===== config.mk =====
export PLATFORM = sky130hd
export DESIGN_NAME = seq_detector_param_flat
export DESIGN_NICKNAME = d
export VERILOG_FILES = /design/src/rtl/seq_detector_param_if.sv /design/src/rtl/seq_detector_param.sv /design/src/flat_wrapper.sv
export SDC_FILE = /design/constraint.sdc
export NUM_CORES = 1
export LEC_CHECK = 0
export CAP_MARGIN = 20
export CORE_UTILIZATION = 38
export DETAILED_ROUTE_END_ITERATION = 8
export HOLD_SLACK_MARGIN = 0.08
export PLACE_DENSITY = 0.71
export SYNTH_ARGS = -nofsm -noshare
export SYNTH_HDL_FRONTEND = slang
export SYNTH_SLANG_ARGS = --single-unit

===== constraint.sdc =====
create_clock -name clk -period 1.4 [get_ports clk]
set_input_delay 0.14 -clock clk [delete_from_list [all_inputs] [get_ports clk]]
set_output_delay 0.14 -clock clk [all_outputs]
set_load 0.02 [all_outputs]

===== src/rtl/seq_detector_param_if.sv =====
// Serial bit-stream bundle for seq_detector_param: qualified data, mode/clear
// controls going in, match strobes, counter and progress coming back.
interface seq_detector_param_if #(
  parameter int PAT_LEN = 4,
  parameter int CNT_W   = 8
);
  localparam int PW = (PAT_LEN > 2) ? $clog2(PAT_LEN) : 1;

  logic             din_valid;
  logic             din;
  logic             overlap;
  logic             cnt_clr;
  logic             match;
  logic             match_q;
  logic [CNT_W-1:0] match_count;
  logic [PW-1:0]    progress;

  modport master (
    output din_valid, din, overlap, cnt_clr,
    input  match, match_q, match_count, progress
  );

  modport slave (
    input  din_valid, din, overlap, cnt_clr,
    output match, match_q, match_count, progress
  );
endinterface


===== src/rtl/seq_detector_param.sv =====
// Parametrised serial pattern detector: KMP automaton built from PATTERN at
// elaboration, Mealy and registered match outputs, saturating match counter.
module seq_detector_param #(
  parameter int                 PAT_LEN = 4,
  parameter logic [PAT_LEN-1:0] PATTERN = 4'b1011,
  parameter int                 CNT_W   = 8
) (
  input  logic               clk,
  input  logic               reset,
  seq_detector_param_if.slave bus
);

  localparam int PW   = (PAT_LEN > 2) ? $clog2(PAT_LEN) : 1;
  localparam int TABN = 2 ** PW;

  // Longest pattern prefix (shorter than PAT_LEN) that ends the stream formed
  // by the first k pattern bits followed by b; k = PAT_LEN-1 with the final
  // pattern bit yields the pattern's longest proper border.
  function automatic int kmpNext(input int k, input logic b);
    int   best;
    int   idx;
    logic ok;
    logic sb;
    best = 0;
    if (k >= PAT_LEN) return 0;
    for (int l = 1; l < PAT_LEN; l++) begin
      if (l <= k + 1) begin
        ok = 1'b1;
        for (int j = 0; j < l; j++) begin
          idx = k + 1 - l + j;
          sb  = (idx == k) ? b : PATTERN[PAT_LEN-1-idx];
          if (sb != PATTERN[PAT_LEN-1-j]) ok = 1'b0;
        end
        if (ok) best = l;
      end
    end
    return best;
  endfunction

  localparam logic [PW-1:0]    LAST    = PW'(PAT_LEN - 1);
  localparam logic [PW-1:0]    BORDER  = PW'(kmpNext(PAT_LEN - 1, PATTERN[0]));
  localparam logic [CNT_W-1:0] CNT_MAX = '1;

  logic [PW-1:0]    nextTab [2*TABN];
  logic [PW-1:0]    progress;
  logic [PW-1:0]    nextProgress;
  logic             hit;
  logic             matchQ;
  logic [CNT_W-1:0] matchCount;

  // Unreachable encodings (progress >= PAT_LEN) fall back to state 0.
  for (genvar k = 0; k < TABN; k++) begin : g_state
    for (genvar b = 0; b < 2; b++) begin : g_bit
      localparam int NX = kmpNext(k, b[0]);
      assign nextTab[2*k+b] = PW'(NX);
    end
  end

  always_comb begin
    hit          = bus.din_valid & (progress == LAST) & (bus.din == PATTERN[0]);
    nextProgress = progress;
    if (bus.din_valid) begin
      if (hit) nextProgress = bus.overlap ? BORDER : '0;
      else     nextProgress = nextTab[{progress, bus.din}];
    end
  end

  always_ff @(posedge clk) begin
    if (reset) begin
      progress   <= '0;
      matchQ     <= 1'b0;
      matchCount <= '0;
    end else begin
      progress <= nextProgress;
      matchQ   <= hit;
      if (bus.cnt_clr)
        matchCount <= '0;
      else if (hit && (matchCount != CNT_MAX))
        matchCount <= matchCount + 1'b1;
    end
  end

  assign bus.match       = hit & ~reset;
  assign bus.match_q     = matchQ;
  assign bus.match_count = matchCount;
  assign bus.progress    = progress;

endmodule


===== src/flat_wrapper.sv =====
// flat-port wrapper written by rule: the top's interface ports become plain ports
module seq_detector_param_flat 
#(
  parameter int                 PAT_LEN = 4,
  parameter logic [PAT_LEN-1:0] PATTERN = 4'b1011,
  parameter int                 CNT_W   = 8
)
  (clk, reset, bus_din_valid, bus_din, bus_overlap, bus_cnt_clr, bus_match, bus_match_q, bus_match_count, bus_progress);
  seq_detector_param_if #(.PAT_LEN(PAT_LEN), .CNT_W(CNT_W)) bus_i ();
  input  logic clk;
  input  logic reset;
  input wire logic [$bits(bus_i.din_valid)-1:0] bus_din_valid;
  input wire logic [$bits(bus_i.din)-1:0] bus_din;
  input wire logic [$bits(bus_i.overlap)-1:0] bus_overlap;
  input wire logic [$bits(bus_i.cnt_clr)-1:0] bus_cnt_clr;
  output wire logic [$bits(bus_i.match)-1:0] bus_match;
  output wire logic [$bits(bus_i.match_q)-1:0] bus_match_q;
  output wire logic [$bits(bus_i.match_count)-1:0] bus_match_count;
  output wire logic [$bits(bus_i.progress)-1:0] bus_progress;
  assign bus_i.din_valid = bus_din_valid;
  assign bus_i.din = bus_din;
  assign bus_i.overlap = bus_overlap;
  assign bus_i.cnt_clr = bus_cnt_clr;
  assign bus_match = bus_i.match;
  assign bus_match_q = bus_i.match_q;
  assign bus_match_count = bus_i.match_count;
  assign bus_progress = bus_i.progress;
  seq_detector_param #(.PAT_LEN(PAT_LEN), .PATTERN(PATTERN), .CNT_W(CNT_W)) u_core (.clk(clk), .reset(reset), .bus(bus_i));
endmodule

==> qor.yml <==
slowest_delay_ns: 0.53
arrival_ns: 1.52
cts.clk_slew.worst_paths_ns: 0.07
dpl.cell_count: 103
ant_nets: 0
peakVddDrop_uv: 572
num-fill-cells: 127
routed_wirelength_um: 1340
vias: 567
rsz0062_at_grt: "yes"
grt.overflow.total: 0
syn_inst: 60
powerDensity_mw_per_mm2: 684
synthFlopType: "dfxtp_1"
max_slew_margin: 0.809
grt_pass1_wl_um: 2170
post_dp_cell_area_um2: 831
crit_type: "in -> reg"
cts_hold_buffers: 0
antenna_found_initial: 0
syn_avg_cell_area_um2: 9.22
io-pin-count: 18
setup_viol: 0
hp-start: "u_core.bus.match_count[6]"
fmax_mhz: 748
hold_ws_ns: 0.542
final_cells: 107
avgViaCountPerCell: 5.30
rows: 13
drt_iter0_markers: 8
yosysWarnings: 0
cap_violations: 0
yosysSeqAreaShare: 0.398
fin_crit_ns: 1.34
cts_tree: "yes"
place_congestion: 0.701
nets: 101
place_ws_ns: -0.224
rrSetupSlack_ns: 0.09
worstPathMaxFanout: 7
area_growth_pct: 56.6
yosysUniqueCellTypes: 25
dp_hpwl_um: 1010
port_buffers: 17
dieWidth_um: 40.2
final_max_slew_viol_count: 0
cts_setup_buffers: 0
worst_slack_ns: 0.0624
drt_pass1_iterations: 4
crit_required_ns: 1.59
post-route-period-util: 0.955
critical_path.startpoint: "bus_din"
p_leak_nw: 0.392
synth_edf_count: 0
clkLatencyLatePin_ns: 0.27
timing.rr.start: "u_core.bus.progress[0]"
crit_chain: "clkdlybuf4s50_1, nand4_4, buf_4, nor3_1, nor2_1, a311oi_1"
finClkSkew_ns: 0.00628
syn_area_um2: 553
syn-num-nets: 68
drc: 0
initial_core_util: 0.415
clk_path_buf_depth: 2
fin_area_um2: 866
layout_commonest_cell: "buf_4"
cts_inserted_buffers: 3
die_area_mm2: 0.00161
cts_sinks: 11
wl_per_cell_um: 12.5
critPathSlowestCell: "clkdlybuf4s50_1"
grt_use_total: 0.210
tns_ns: 0
cp-start-kind: "input port"
async_flop_share: 0
cts_max_level: 1
hold_violations: 0
core_area_mm2: 0.00133
cts_root_buffer: "clkbuf_4"
grt_max_degree: 8
drive_gt1_frac: 0.272
dieHeight_um: 40.2
antenna_cells: 0
critPathCaptureType: "register"
grt_pass1_vias: 533
hold_path_class: "reg -> reg"
status: "finished, final reports clean"
final_cell_mix: "buf_4, nor2_1, dfxtp_1, dlygate4sd2_1, clkdlybuf4s50_1"
tightest_slew_ns: 0.286
ys_seq_elements: 11
==> cells by family (layout without fill, tap and decap cells) <==
| logic type | count (synthesis) | after routing | synth area share |
|---|---|---|---|
| adder cells (fa/ha/maj) | 2 | 2 | 0.0452 |
| AO/OA/AOI/OAI | 12 | 12 | 0.188 |
| XOR/XNOR | 2 | 2 | 0.0317 |
| flip-flops | 11 | 11 | 0.398 |
| AND/OR/NAND/NOR | 28 | 28 | 0.292 |
| multiplexers | 1 | 1 | 0.0181 |
| buffers and inverters | 4 | 36 | 0.0271 |
==> layout make-up <==
class                   count  area, µm²  area share
well taps                  15       18.8      0.0217
multi-input cells          45        332       0.383
repair buffers             29        255       0.295
clock buffers               4       26.3      0.0303
flip-flops and latches     11        223       0.257
inverters                   3       11.3      0.0130
==> worst max-delay path, delay by kind of cell <==
kind | cells | cell delay, ns
AO/OA/AOI/OAI | 1 | 0.24
buffers and inverters | 2 | 0.71
AND/OR/NAND/NOR | 3 | 0.42
==> Yosys cell counts (2+ instances only) <==
cell type | count | area (µm²)
nand3_1 | 2 | 10.0
nor4_1 | 2 | 12.5
nor3_1 | 4 | 20.0
nor2_1 | 10 | 37.5
a21oi_1 | 5 | 25.0
a41o_1 | 2 | 20.0
ha_1 | 2 | 25.0
dfxtp_1 | 11 | 220
a211oi_1 | 2 | 15.0
inv_1 | 3 | 11.3
nand2_1 | 3 | 11.3
==> path summary, 6_finish.rpt <==
path	to	cells after the start
max	u_core.bus.match_count[6]	6
min	u_core.bus.match_count[6]	1
max reg2reg	u_core.bus.match_count[6]	5
min reg2reg	u_core.bus.match_count[6]	1
==> power breakdown <==
part	total, W	internal [W]	switching [W]
sequential	0.000317	0.000315	0.00000249
combinational	0.0000542	0.0000306	0.0000236
clock	0.000220	0.000111	0.000110
total	0.000592	0.000456	0.000136
==> registers in the layout (all words and copies together) (netlist names) <==
signal,flops
u_core.bus.match_q,1
u_core.bus.match_count,8
u_core.bus.progress,2
==> metrics by stage <==
| step | utilization | power, W |
|---|---|---|
| 2_1_floorplan | - | 0.000341 |
| 3_3_place_gp | 0.623 | 0.000379 |
| 3_5_place_dp | 0.623 | 0.000380 |
| 4_1_cts | 0.634 | 0.000595 |
| 5_1_grt | 0.649 | 0.000615 |
| 6_report | 0.649 | 0.000592 |
==> timing repair <==
action                     in CTS  in global routing
hold endpoints to repair        0                  0
resized for setup               9                  6
pin swaps                       0                  1
setup endpoints to repair       9                  6
==> layer usage <==
metal	global-route usage	part of all wire	vias to the layer above
li1	-	-	282
met1	0.234	0.48	261
met2	0.343	0.44	20
met3	0.0833	0.053	4
met4	0.103	0.021	0
met5	0	0	-
No activity file was read; power rests on OpenSTA's default activity.
